## src/rtl/ip_param_buf_write_pkg.sv

```systemverilog
// Shared definitions for the FC parameter ping-pong buffer write/read/control blocks.
package ip_param_buf_write_pkg;

  localparam int unsigned       BUF_AW = 9;
  localparam int unsigned       FW_DEF = 32;
  localparam logic [BUF_AW-1:0] WL_DEF = 9'd288;

  typedef enum logic [2:0] {
    ST_IDLE     = 3'd0,
    ST_WAIT_BUF = 3'd1,
    ST_FILL     = 3'd2,
    ST_SYNC     = 3'd3,
    ST_LAST     = 3'd4
  } state_t;

endpackage

```

## src/rtl/ip_param_wr_addr_cnt.sv

```systemverilog
// Loadable buffer address down-counter; reloads LOAD_VAL after reaching zero.
module ip_param_wr_addr_cnt
  import ip_param_buf_write_pkg::*;
#(
  parameter int unsigned    AW       = BUF_AW,
  parameter logic [AW-1:0]  LOAD_VAL = WL_DEF
) (
  input  logic          clk_i,
  input  logic          rstn_i,
  input  logic          load_i,
  input  logic          dec_i,
  output logic [AW-1:0] cnt_o,
  output logic          zero_o
);

  logic [AW-1:0] r_cnt;

  always_ff @(posedge clk_i or negedge rstn_i) begin
    if (!rstn_i) begin
      r_cnt <= LOAD_VAL;
    end else if (load_i) begin
      r_cnt <= LOAD_VAL;
    end else if (dec_i) begin
      r_cnt <= (r_cnt == '0) ? LOAD_VAL : r_cnt - 1'b1;
    end
  end

  assign cnt_o  = r_cnt;
  assign zero_o = (r_cnt == '0);

endmodule

```

## src/rtl/ip_param_buf_write.sv

```systemverilog
// Write stage of the FC parameter ping-pong buffer: bias then WL weights per neuron, top address down.
// Optional running-XOR checksum outputs enabled by IP_PARAM_WR_CHKSUM_EN.
module ip_param_buf_write
  import ip_param_buf_write_pkg::*;
#(
  parameter int unsigned        FW = FW_DEF,
  parameter logic [BUF_AW-1:0]  WL = WL_DEF,
  parameter int unsigned        CW = 16
) (
  input  logic          clk_i,
  input  logic          rstn_i,
  input  logic          ip_start_i,
  input  logic          ip_done_i,
  input  logic [CW-1:0] num_neuron_i,
  input  logic [FW-1:0] ddr_data_i,
  input  logic          ddr_valid_i,
  output logic          ddr_ready_o,
  input  logic [1:0]    param_buf_full_i,
  input  logic          wr_buf_sel_i,
  output logic          buf0_we_o,
  output logic          buf1_we_o,
  output logic [8:0]    wr_addr_o,
  output logic [FW-1:0] wr_data_o,
  output logic          wr_buf_done_o,
  output logic          layer_wr_done_o,
  output logic          busy_o
`ifdef IP_PARAM_WR_CHKSUM_EN
  ,
  output logic [FW-1:0] chksum_o,
  output logic          chksum_valid_o
`endif
);

  state_t              r_state;
  state_t              w_next;
  logic [CW-1:0]       r_num;
  logic [CW-1:0]       r_fill_cnt;
  logic                r_sel;
  logic                r_we0;
  logic                r_we1;
  logic [BUF_AW-1:0]   r_addr;
  logic [FW-1:0]       r_data;
  logic                r_wr_done;
  logic                r_layer_done;

  logic                w_hs;
  logic                w_acc;
  logic                w_fill_start;
  logic                w_last_word;
  logic [BUF_AW-1:0]   w_addr;
  logic                w_addr_zero;

  assign ddr_ready_o  = (r_state == ST_FILL);
  assign w_hs         = ddr_ready_o & ddr_valid_i;
  // A word accepted in the abort cycle is dropped, never written.
  assign w_acc        = w_hs & ~ip_done_i;
  assign w_fill_start = (r_state == ST_WAIT_BUF) & ~param_buf_full_i[wr_buf_sel_i] & ~ip_done_i;
  assign w_last_word  = w_acc & w_addr_zero;

  ip_param_wr_addr_cnt #(
    .AW       (BUF_AW),
    .LOAD_VAL (WL)
  ) u_addr_cnt (
    .clk_i  (clk_i),
    .rstn_i (rstn_i),
    .load_i (ip_done_i | w_fill_start),
    .dec_i  (w_acc),
    .cnt_o  (w_addr),
    .zero_o (w_addr_zero)
  );

  always_ff @(posedge clk_i or negedge rstn_i) begin
    if (!rstn_i) r_state <= ST_IDLE;
    else         r_state <= w_next;
  end

  always_comb begin
    w_next = r_state;
    case (r_state)
      ST_IDLE:     if (ip_start_i) w_next = (num_neuron_i == '0) ? ST_LAST : ST_WAIT_BUF;
      ST_WAIT_BUF: if (!param_buf_full_i[wr_buf_sel_i]) w_next = ST_FILL;
      ST_FILL:     if (w_hs && w_addr_zero) w_next = ST_SYNC;
      ST_SYNC:     w_next = (r_fill_cnt == r_num) ? ST_LAST : ST_WAIT_BUF;
      ST_LAST:     w_next = ST_IDLE;
      default:     w_next = ST_IDLE;
    endcase
    if (ip_done_i) w_next = ST_IDLE;
  end

  always_ff @(posedge clk_i or negedge rstn_i) begin
    if (!rstn_i) begin
      r_num      <= '0;
      r_fill_cnt <= '0;
      r_sel      <= 1'b0;
    end else begin
      if ((r_state == ST_IDLE) && ip_start_i && !ip_done_i) r_num <= num_neuron_i;
      if (w_fill_start) r_sel <= wr_buf_sel_i;
      if (ip_done_i || (r_state == ST_LAST)) r_fill_cnt <= '0;
      else if (w_last_word)                  r_fill_cnt <= r_fill_cnt + 1'b1;
    end
  end

  always_ff @(posedge clk_i or negedge rstn_i) begin
    if (!rstn_i) begin
      r_we0        <= 1'b0;
      r_we1        <= 1'b0;
      r_addr       <= '0;
      r_data       <= '0;
      r_wr_done    <= 1'b0;
      r_layer_done <= 1'b0;
    end else begin
      r_we0        <= w_acc & ~r_sel;
      r_we1        <= w_acc &  r_sel;
      r_wr_done    <= w_last_word;
      r_layer_done <= (r_state == ST_LAST) & ~ip_done_i;
      if (w_acc) begin
        r_addr <= w_addr;
        r_data <= ddr_data_i;
      end
    end
  end

  assign buf0_we_o       = r_we0;
  assign buf1_we_o       = r_we1;
  assign wr_addr_o       = r_addr;
  assign wr_data_o       = r_data;
  assign wr_buf_done_o   = r_wr_done;
  assign layer_wr_done_o = r_layer_done;
  assign busy_o          = (r_state != ST_IDLE);

`ifdef IP_PARAM_WR_CHKSUM_EN
  logic [FW-1:0] r_chk;
  logic          r_chk_valid;

  always_ff @(posedge clk_i or negedge rstn_i) begin
    if (!rstn_i) begin
      r_chk       <= '0;
      r_chk_valid <= 1'b0;
    end else if (ip_done_i) begin
      r_chk       <= '0;
      r_chk_valid <= 1'b0;
    end else begin
      r_chk_valid <= w_last_word;
      if (w_fill_start) r_chk <= '0;
      else if (w_acc)   r_chk <= r_chk ^ ddr_data_i;
    end
  end

  assign chksum_o       = r_chk;
  assign chksum_valid_o = r_chk_valid;
`endif

endmodule

```

## config.mk

```make
export PLATFORM = sky130hd
export DESIGN_NAME = ip_param_buf_write
export DESIGN_NICKNAME = d
export VERILOG_FILES = /design/src/rtl/ip_param_buf_write_pkg.sv /design/src/rtl/ip_param_wr_addr_cnt.sv /design/src/rtl/ip_param_buf_write.sv
export SDC_FILE = /design/constraint.sdc
export NUM_CORES = 1
export LEC_CHECK = 0
export ABC_AREA = 1
export BUFFER_PORTS_ARGS = -buffer_cell sky130_fd_sc_hd__buf_2
export CAP_MARGIN = 20
export CORE_MARGIN = 4
export CORE_UTILIZATION = 54
export DETAILED_ROUTE_END_ITERATION = 12
export MAX_ROUTING_LAYER = met4
export PLACE_DENSITY = 0.8
export RECOVER_POWER = 25
export SYNTH_ARGS = -nofsm -noshare
export SYNTH_HDL_FRONTEND = slang
export SYNTH_HIERARCHICAL = 1
export SYNTH_SLANG_ARGS = --single-unit
```

## constraint.sdc

```tcl
create_clock -name clk_i -period 2 [get_ports clk_i]
set_input_delay 0.4 -clock clk_i [delete_from_list [all_inputs] [get_ports clk_i]]
set_output_delay 0.4 -clock clk_i [all_outputs]
set_load 0.005 [all_outputs]
```

-- Word-level counts from Yosys, hierarchy flattened
Cells that the tools add are included.
- flip-flop bits (word level): 90
- bits in latches: 0
- bits in writable memories: 0
- ROM bits: 0
- output and inout bits: 47
- word-level logic and storage cells: 60
- memories kept: 0
- add/subtract/negate cells: 2
- $mul: 0
- divide/modulo/power cells: 0
- order comparisons: 1
- equal/unequal tests: 8
- shift operators: 0
- multiplexer cells: 14
- bitwise logic cells: 12
- reduce and logical (&&, ||, !) cells: 12
- operators by type and width (operator ; count):
    $mux 16 ; 2
    $mux 9 ; 3
    $mux 3 ; 6
    $add 16x1->16 const B ; 1
    $eq 16x16->1 ; 1
    $logic_not 16->1 ; 1
    $pmux 3 s4 ; 1
    $logic_not 9->1 ; 1
    $sub 9x1->9 const B ; 1
    $and 1x1->1 ; 8
    $eq 3x2->1 const B ; 2
    $ne 3x3->1 const B ; 2
    $reduce_bool 2->1 ; 2
    $eq 3x1->1 const B ; 1
    $eq 3x3->1 const B ; 1
    $logic_and 1x1->1 ; 3
    $logic_not 3->1 ; 1
    $ne 3x2->1 const B ; 1
    $not 1->1 ; 3
    $reduce_and 3->1 ; 1
    $reduce_bool 3->1 ; 1
    $lt 1x2->1 const B ; 1
    $mux 1 ; 2
    $logic_not 1->1 ; 1
    2 further kinds ; 2

-- Longest topological paths before layout
Gate-level depths: netlist (run 1).
- word-level depth: 7
- depth in mapped cells: 12
- depth with buffers taken out: 12

-- Modules after synthesis
The synthesis (run 1) kept the hierarchy.
- modules (own cells, without submodules) (module ; times used ; cells an instance ; area each (um^2) ; seq. area each (um^2)):
    ip_param_buf_write ; 1 ; 507 ; 3861.2 ; 2026.9
    ip_param_wr_addr_cnt ; 1 ; 75 ; 554.3 ; 227.7

-- Worst setup path before layout (run 1)
OpenSTA, ideal clock, no wires.
- path kind: register to register
- start point: reg u_addr_cnt.r_cnt[0] (netlist: u_addr_cnt/cnt_o[0])
- end point: reg r_fill_cnt[3]
- library setup time: 0.122 ns
- arrival time: 1.619 ns
- required time: 1.878 ns
- path slack: 0.259 ns
- stages on the path, launching flop included: 12
- cells stage by stage: dfrtp_1 inv_1 ha_1 nand2_1 nor2_2 nand3_2 inv_1 nand3_4 nor2_4 inv_2 nor3_1 nor2_1
- word-level cells in the longest chain between the ends: 3
- RTL lines (what ; line ; source):
    from (decl) ; ip_param_wr_addr_cnt.sv:16 ; logic [AW-1:0] r_cnt;
    from (signal assigned) ; ip_param_wr_addr_cnt.sv:24 ; r_cnt <= (r_cnt == '0) ? LOAD_VAL : r_cnt - 1'b1;
    $logic_not 9->1 ; ip_param_wr_addr_cnt.sv:29 ; assign zero_o = (r_cnt == '0);
    net w_addr_zero ; ip_param_buf_write.sv:51 ; logic w_addr_zero;
    $and 1x1->1 ; ip_param_buf_write.sv:58 ; assign w_last_word = w_acc & w_addr_zero;
    net w_last_word ; ip_param_buf_write.sv:49 ; logic w_last_word;
    $reduce_bool 2->1 (no source line) ; n/a ;
    to (signal assigned) ; ip_param_buf_write.sv:99 ; else if (w_last_word) r_fill_cnt <= r_fill_cnt + 1'b1;
    to (decl) ; ip_param_buf_write.sv:37 ; logic [CW-1:0] r_fill_cnt;
The timed path passes the listed nets, and every way through them passes these cells.
A chain may end at the register's enable or synchronous reset.

-- Worst setup path after layout (run 1)
- start point: reg u_addr_cnt.r_cnt[1] (netlist: u_addr_cnt/cnt_o[1])
- end point: reg r_fill_cnt[12]
The elaborated chain is that of the path after synthesis.

==> results.py, run 1 <==
metrics = {
    "die": {
        "start_util_pct": 56.3,
        "core-area_sq_mm": 0.00785,
        "rows": 32,
        "die-area_sq_mm": 0.00969,
        "die_y_microns": 98.4,
        "num_io_pins": 103,
        "die_w_microns": 98.4,
    },
    "clock_network": {
        "cts_buffer_depth": 2,
        "clock-sinks": 90,
        "cts_tree": "done",
        "numCtsBuffers": 9,
        "insertion_delay_ns": 0.36,
        "clk_pin_slew_worst_paths_ns": 0.09,
        "cts_htree_levels": 3,
        "clockRootBuffer": "clkbuf_8",
    },
    "yosys": {
        "synth_fa_ha_area_share_pct": 0.567,
        "yosys_warnings": 6,
        "synth.distinct_cells": 30,
        "synth_xor_area_share_pct": 0.793,
        "synth.net_count": 640,
        "synth_area_leaders": "dfrtp_1 50%, nand2_1 21%, inv_1 5.7%, nor2_1 4.1%, nand4_1 2.0%",
        "synth_compound_area_share_pct": 4.90,
        "synthSimpleGateAreaFrac_pct": 34.7,
        "avgSynthCellArea_sq_um": 7.59,
        "ys_seq_elements": 90,
        "syn-instance-count": 582,
        "synth_top_family_by_area": "simple AND/OR/NAND/NOR gates",
        "syn_area_sq_mm": 0.00442,
        "synthMuxAreaShare_pct": 0,
        "yosysTopAreaCell": "dfrtp_1",
        "synth_top_cell_area_share_pct": 49.9,
        "ys_seq_area_share_pct": 51.1,
    },
    "sta": {
        "setup_viol": 0,
        "hold_violations": 0,
        "fmax_mhz": 532,
        "post-route-min-period_ns": 1.88,
        "fin_crit_sh_pct": 93.9,
        "worst_clock_skew_ns": 0.0117,
        "slew_headroom_pct": 42.0,
        "slew_violations": 0,
        "tightest_slew_ns": 0.870,
    },
    "global_routing": {
        "antenna_found_initial": 0,
        "grt_pass1_wl_microns": 17700,
        "grt_max_degree": 44,
        "gr-usage-all-layers_pct": 23.0,
        "grt_pass1_vias": 4041,
        "overflow": 0,
    },
    "setup_path": {
        "cp_top_family": "simple AND/OR/NAND/NOR gates",
        "arrival_ns": 2.16,
        "critPathMaxFanout": 5,
        "cp.required_ns": 2.28,
        "worst-path-buf-inv": 3,
        "cpPeakStageDelay_ns": 0.42,
        "crit_slowest_cell": "dfrtp_1",
        "crit_type": "flop to flop",
        "crit_chain": "inv_1 -> ha_2 -> nand2_1 -> nor2_4 -> nand3_4 -> inv_4 -> nand3_4 -> nor2_4 -> buf_4 -> nand4_1 -> o21ai_1",
        "end_kind": "flop",
        "start_kind": "flop",
    },
    "power_and_ir_drop": {
        "switchingPower_mw": 2.31,
        "internal_power_mw": 3.96,
        "ir_drop_uv": 655,
        "pwr-share-clk_pct": 19.6,
        "comb_power_share_pct": 34.3,
        "swShare_pct": 36.9,
        "power.density_mw_per_mm2": 1170,
        "p_total_mw": 6.27,
        "p_leak_nw": 2.99,
        "pwr-share-seq_pct": 46.1,
    },
    "finish": {
        "diodes": 0,
        "multi_input_area_sq_mm": 0.00185,
        "synthToLayoutAreaGrowth_pct": 21.2,
        "regArea_sq_mm": 0.00225,
        "drive_gt1_share_pct": 24.3,
        "stdcell_area_sq_mm": 0.00535,
        "fillers": 650,
        "final-instance-count-excl-fill": 807,
        "nets": 758,
    },
    "route": {
        "vias": 4058,
        "first_pass_iters": 5,
        "vias_per_cell": 5.03,
        "drcViolationCount": 0,
        "drt_iter0_drc": 162,
        "post_drt_wl_per_cell_microns": 13.1,
        "wl_microns": 10600,
        "antenna_left": 0,
    },
    "placement": {
        "globalplace.congestion": 0.899,
        "io_buffers": 102,
        "place_area_sq_mm": 0.00505,
        "dp_hpwl_microns": 7710,
        "dp.cells": 781,
    },
    "worst_hold_path": {
        "min-delay-path-class": "input pin to flop",
    },
    "run_status": {
        "status": "finished, final reports clean",
    },
    "flow_run": {
        "drv_cap": 0,
    },
}
[routing by layer]
metal | GRT usage, % | up-vias | share of wire [%]
met5 | - | - | 0
met4 | 9.35 | 0 | 2.6
met3 | 4.88 | 25 | 6.1
met2 | 38.8 | 133 | 49
met1 | 26.8 | 1867 | 42
li1 | - | 2033 | -
[final timing paths]
path / from / to / slack [ns] / depth (start not counted)
worst min-delay path: ddr_data_i[0] / wr_data_o[0] / 0.22 / 3
min in group asynchronous: rstn_i / wr_data_o[3] / 0.68 / 2
worst max register to register: u_addr_cnt/cnt_o[1] / r_fill_cnt[12] / 0.12 / 11
max in group asynchronous: rstn_i / u_addr_cnt/cnt_o[8] / 0.26 / 3
worst min register to register: r_sel / buf0_we_o / 0.45 / 1
worst max-delay path: u_addr_cnt/cnt_o[1] / r_fill_cnt[12] / 0.12 / 11
[cell usage after synthesis]
cell type	count
a21boi_1	1
a21oi_1	6
and3_2	1
buf_1	1
buf_2	10
buf_4	1
clkbuf_8	1
clkinv_2	1
dfrtp_1	88
dfstp_2	2
ha_1	2
inv_1	67
inv_2	6
nand2_1	249
nand2_2	3
nand2_4	1
nand3_1	15
nand3_2	6
nand3_4	1
nand4_1	14
nor2_1	48
nor2_2	8
nor2_4	1
nor3_1	10
nor3_2	1
nor3_4	1
o21ai_0	15
o21ai_1	17
o21bai_4	1
xor2_1	4
[registers in the layout (all words and copies together) (netlist names)]
signal            flops
buf0_we_o             1
buf1_we_o             1
layer_wr_done_o       1
r_fill_cnt           16
r_num                16
r_sel                 1
r_state               3
u_addr_cnt/cnt_o      9
wr_addr_o             9
wr_buf_done_o         1
wr_data_o            32
[worst register-to-register path, stage by stage, from the launching register on]
cell and delay, ns:
dfrtp_1 0.42, inv_1 0.08, ha_2 0.19, nand2_1 0.10, nor2_4 0.13, nand3_4 0.13, inv_4 0.09, nand3_4 0.12
nor2_4 0.20, buf_4 0.14, nand4_1 0.09, o21ai_1 0.11
[metrics by stage]
stage                     worst slack, ns  hold slack [ns]  utilization [%]  setup TNS (ns)
after detailed placement            0.101            0.396             64.4               0
final                               0.122            0.224             68.2               0
after global placement              0.200            0.393             64.4               0
after floorplan                     0.259            0.104                -               0
after CTS                          0.0517            0.212             67.0               0
after global routing              -0.0142            0.215             68.2         -0.0259
[timing repair]
item | 4_1_cts | 5_1_grt
endpoints found under the setup margin | 0 | 7
hold buffers | 1 | 0
resized for setup | 0 | 8
endpoints found under the hold margin | 11 | 0
setup buffers | 0 | 8
[logic make-up after synthesis]
family | count (synthesis)
AND/OR/NAND/NOR | 359
buffers and inverters | 87
flip-flops | 90
XOR/XNOR | 4
adder cells (fa/ha/maj) | 2
AO/OA/AOI/OAI | 40
[power by group through the flow]
| stage | clock network (mW) | registers, mW | logic, mW |
|---|---|---|---|
| 2_1_floorplan | 0 | 2.89 | 1.27 |
| 3_3_place_gp | 0 | 2.90 | 2.01 |
| 3_5_place_dp | 0 | 2.90 | 2.12 |
| 4_1_cts | 1.26 | 2.89 | 2.14 |
| 5_1_grt | 1.35 | 2.99 | 2.46 |
| 6_report | 1.23 | 2.89 | 2.15 |
[cell usage in the layout (no fill, tap or decap), types with 14 or more instances in the layout]
master,count
buf_2,101
buf_4,15
dfrtp_1,88
inv_1,66
nand2_1,249
nand3_1,15
nand4_1,14
nor2_1,48
o21ai_0,15
o21ai_1,16
[cell type report]
type | instances | share of cell area [%]
well taps | 102 | 2.39
clock inverters | 6 | 1.26
clock buffers | 10 | 2.39
flip-flops and latches | 90 | 42.1
multi-input cells | 406 | 34.6
inverters | 74 | 5.26
repair buffers | 119 | 12.0
No activity file was read; power rests on OpenSTA's default activity.
==> inputs of run 2 (changes only) <==
--- a/config.mk
+++ b/config.mk
@@ -7,13 +7,13 @@
 export LEC_CHECK = 0
 export ABC_AREA = 1
 export BUFFER_PORTS_ARGS = -buffer_cell sky130_fd_sc_hd__buf_2
-export CAP_MARGIN = 20
 export CORE_MARGIN = 4
 export CORE_UTILIZATION = 54
 export DETAILED_ROUTE_END_ITERATION = 12
 export MAX_ROUTING_LAYER = met4
-export PLACE_DENSITY = 0.8
+export PLACE_DENSITY = 0.78
 export RECOVER_POWER = 25
+export SLEW_MARGIN = 10
 export SYNTH_ARGS = -nofsm -noshare
 export SYNTH_HDL_FRONTEND = slang
 export SYNTH_HIERARCHICAL = 1
==> run 2 against run 1 <==
Largest cell class unchanged. Critical path depth rose by 1. Critical path type unchanged. Via count shrank 4.1%. Die area is the same.
==> results.py, run 2 (synthesis gave the netlist of run 1 again) <==
metrics = {
    "run_status": {
        "status": "finished, final reports clean",
    },
    "clock_network": {
        "clockRootBuffer": "clkbuf_8",
        "insertion_delay_ns": 0.35,
        "clk_pin_slew_worst_paths_ns": 0.09,
        "cts_htree_levels": 3,
        "cts_buffer_depth": 2,
        "clock-sinks": 90,
        "numCtsBuffers": 9,
        "cts_tree": "done",
    },
    "worst_hold_path": {
        "min-delay-path-class": "input pin to flop",
        "holdPathEnd": "wr_data_o[2]",
        "hold_depth": 3,
        "hp-start": "ddr_data_i[2]",
    },
    "route": {
        "vias": 3892,
        "first_pass_iters": 4,
        "vias_per_cell": 4.88,
        "antenna_left": 0,
        "post_drt_wl_per_cell_microns": 12.7,
        "wl_microns": 10200,
        "drcViolationCount": 0,
        "drt_iter0_drc": 127,
    },
    "global_routing": {
        "grt_pass1_wl_microns": 17200,
        "grt_pass1_vias": 3861,
        "overflow": 0,
        "grt_max_degree": 44,
        "antenna_found_initial": 0,
        "gr-usage-all-layers_pct": 22.2,
    },
    "setup_path": {
        "crit_type": "flop to flop",
        "critPathMaxFanout": 6,
        "arrival_ns": 2.19,
        "cp.required_ns": 2.29,
        "rr_endpoint": "r_fill_cnt[8]",
        "r2r_setup_slack_ns": 0.09,
        "end_kind": "flop",
        "timing.rr.start": "u_addr_cnt/cnt_o[0]",
        "ff2ff_path_depth": 12,
        "start_kind": "flop",
    },
    "die": {
        "die-area_sq_mm": 0.00969,
        "core-area_sq_mm": 0.00785,
        "die_w_microns": 98.4,
        "die_y_microns": 98.4,
        "start_util_pct": 56.3,
        "num_io_pins": 103,
        "rows": 32,
    },
    "sta": {
        "setup_viol": 0,
        "hold_violations": 0,
        "final.setup.tns_ns": 0,
        "finalWorstSetupSlack_ns": 0.0934,
        "fmax_mhz": 524,
        "tightest_slew_ns": 0.847,
        "worst_clock_skew_ns": 0.00809,
        "post-route-min-period_ns": 1.91,
        "fin_crit_sh_pct": 95.3,
        "slew_headroom_pct": 43.5,
        "slew_violations": 0,
    },
    "finish": {
        "nets": 751,
        "synthToLayoutAreaGrowth_pct": 19.1,
        "layout_commonest_cell": "nand2_1",
        "layout_common_cells": "249 x nand2_1, 101 x buf_2, 88 x dfrtp_1",
        "drive_gt1_share_pct": 23.4,
        "diodes": 0,
        "largest_reg_flops": 32,
    },
    "power_and_ir_drop": {
        "internal_power_mw": 3.84,
        "pwr-share-seq_pct": 47.8,
        "power.density_mw_per_mm2": 1150,
        "p_leak_nw": 2.95,
        "comb_power_share_pct": 34.3,
        "pwr-share-clk_pct": 17.8,
        "switchingPower_mw": 2.23,
        "ir_drop_uv": 642,
        "swShare_pct": 36.8,
    },
    "placement": {
        "place_ws_ns": 0.103,
        "io_buffers": 102,
        "dp_hpwl_microns": 7560,
        "globalplace.congestion": 0.912,
    },
    "flow_run": {
        "drv_cap": 0,
    },
}
## run 2: cell type report
class                      count  area (sq um)
clock inverter                 3          17.5
sequential                    90          2250
fill                         695          2590
timing repair buffer         113           608
multi-input combinational    405          1830
inverter                      74           282
clock buffer                  11           141
tap                          102           128
## run 2: metal layers
layer / routed length, microns / track usage [%] / share of wire, %
met4: 132 / 5.88 / 1.3
met3: 462 / 4.95 / 4.5
met1: 4470 / 26.6 / 44
met5: 0 / - / 0
met2: 5100 / 37.9 / 50
## run 2: power by group through the flow
stage          sequential, mW  combinational, mW  clock, mW
2_1_floorplan            2.89               1.27          0
3_3_place_gp             2.90               2.02          0
3_5_place_dp             2.92               2.09          0
4_1_cts                  2.90               2.10       1.10
5_1_grt                  2.99               2.39       1.19
6_report                 2.91               2.09       1.08
## run 2: critical path, cell delays in order, from the launching register on
cell and delay (ns):
dfrtp_1 0.41, inv_2 0.11, ha_2 0.20, nand2_1 0.07, nor2_2 0.14, nand3_2 0.10, inv_2 0.09, nand3_4 0.13
nor2_4 0.26, inv_4 0.08, o21ai_2 0.11, nand2_1 0.06, nor2_1 0.10
## run 2: worst max-delay path by stage
stage	from	endpoint	slack, ns
after floorplan	u_addr_cnt/cnt_o[0]	r_fill_cnt[3]	0.26
after global placement	u_addr_cnt/cnt_o[0]	r_fill_cnt[8]	0.21
after detailed placement	u_addr_cnt/cnt_o[0]	r_fill_cnt[8]	0.10
after CTS	u_addr_cnt/cnt_o[0]	r_fill_cnt[8]	0.09
after global routing	u_addr_cnt/cnt_o[0]	r_fill_cnt[8]	-0.03
final	u_addr_cnt/cnt_o[0]	r_fill_cnt[8]	0.09
## run 2: timing repair
item | 4_1_cts | 5_1_grt
endpoints found under the hold margin | 28 | 0
hold buffers | 1 | 0
resized for setup | 0 | 7
setup buffers | 0 | 3
endpoints found under the setup margin | 0 | 7
## run 2: through the flow
stage / utilization, % / std cells / instance area [sq um] / power (mW) / hold WS, ns
after detailed placement: 64.3 / 780 / 5050 / 5.01 / 0.378
after floorplan: - / 582 / 4420 / 4.16 / 0.104
final: 67.0 / 798 / 5260 / 6.07 / 0.240
after global placement: 64.3 / 780 / 5050 / 4.92 / 0.366
after CTS: 66.5 / 795 / 5220 / 6.11 / 0.226
after global routing: 67.0 / 798 / 5260 / 6.57 / 0.228
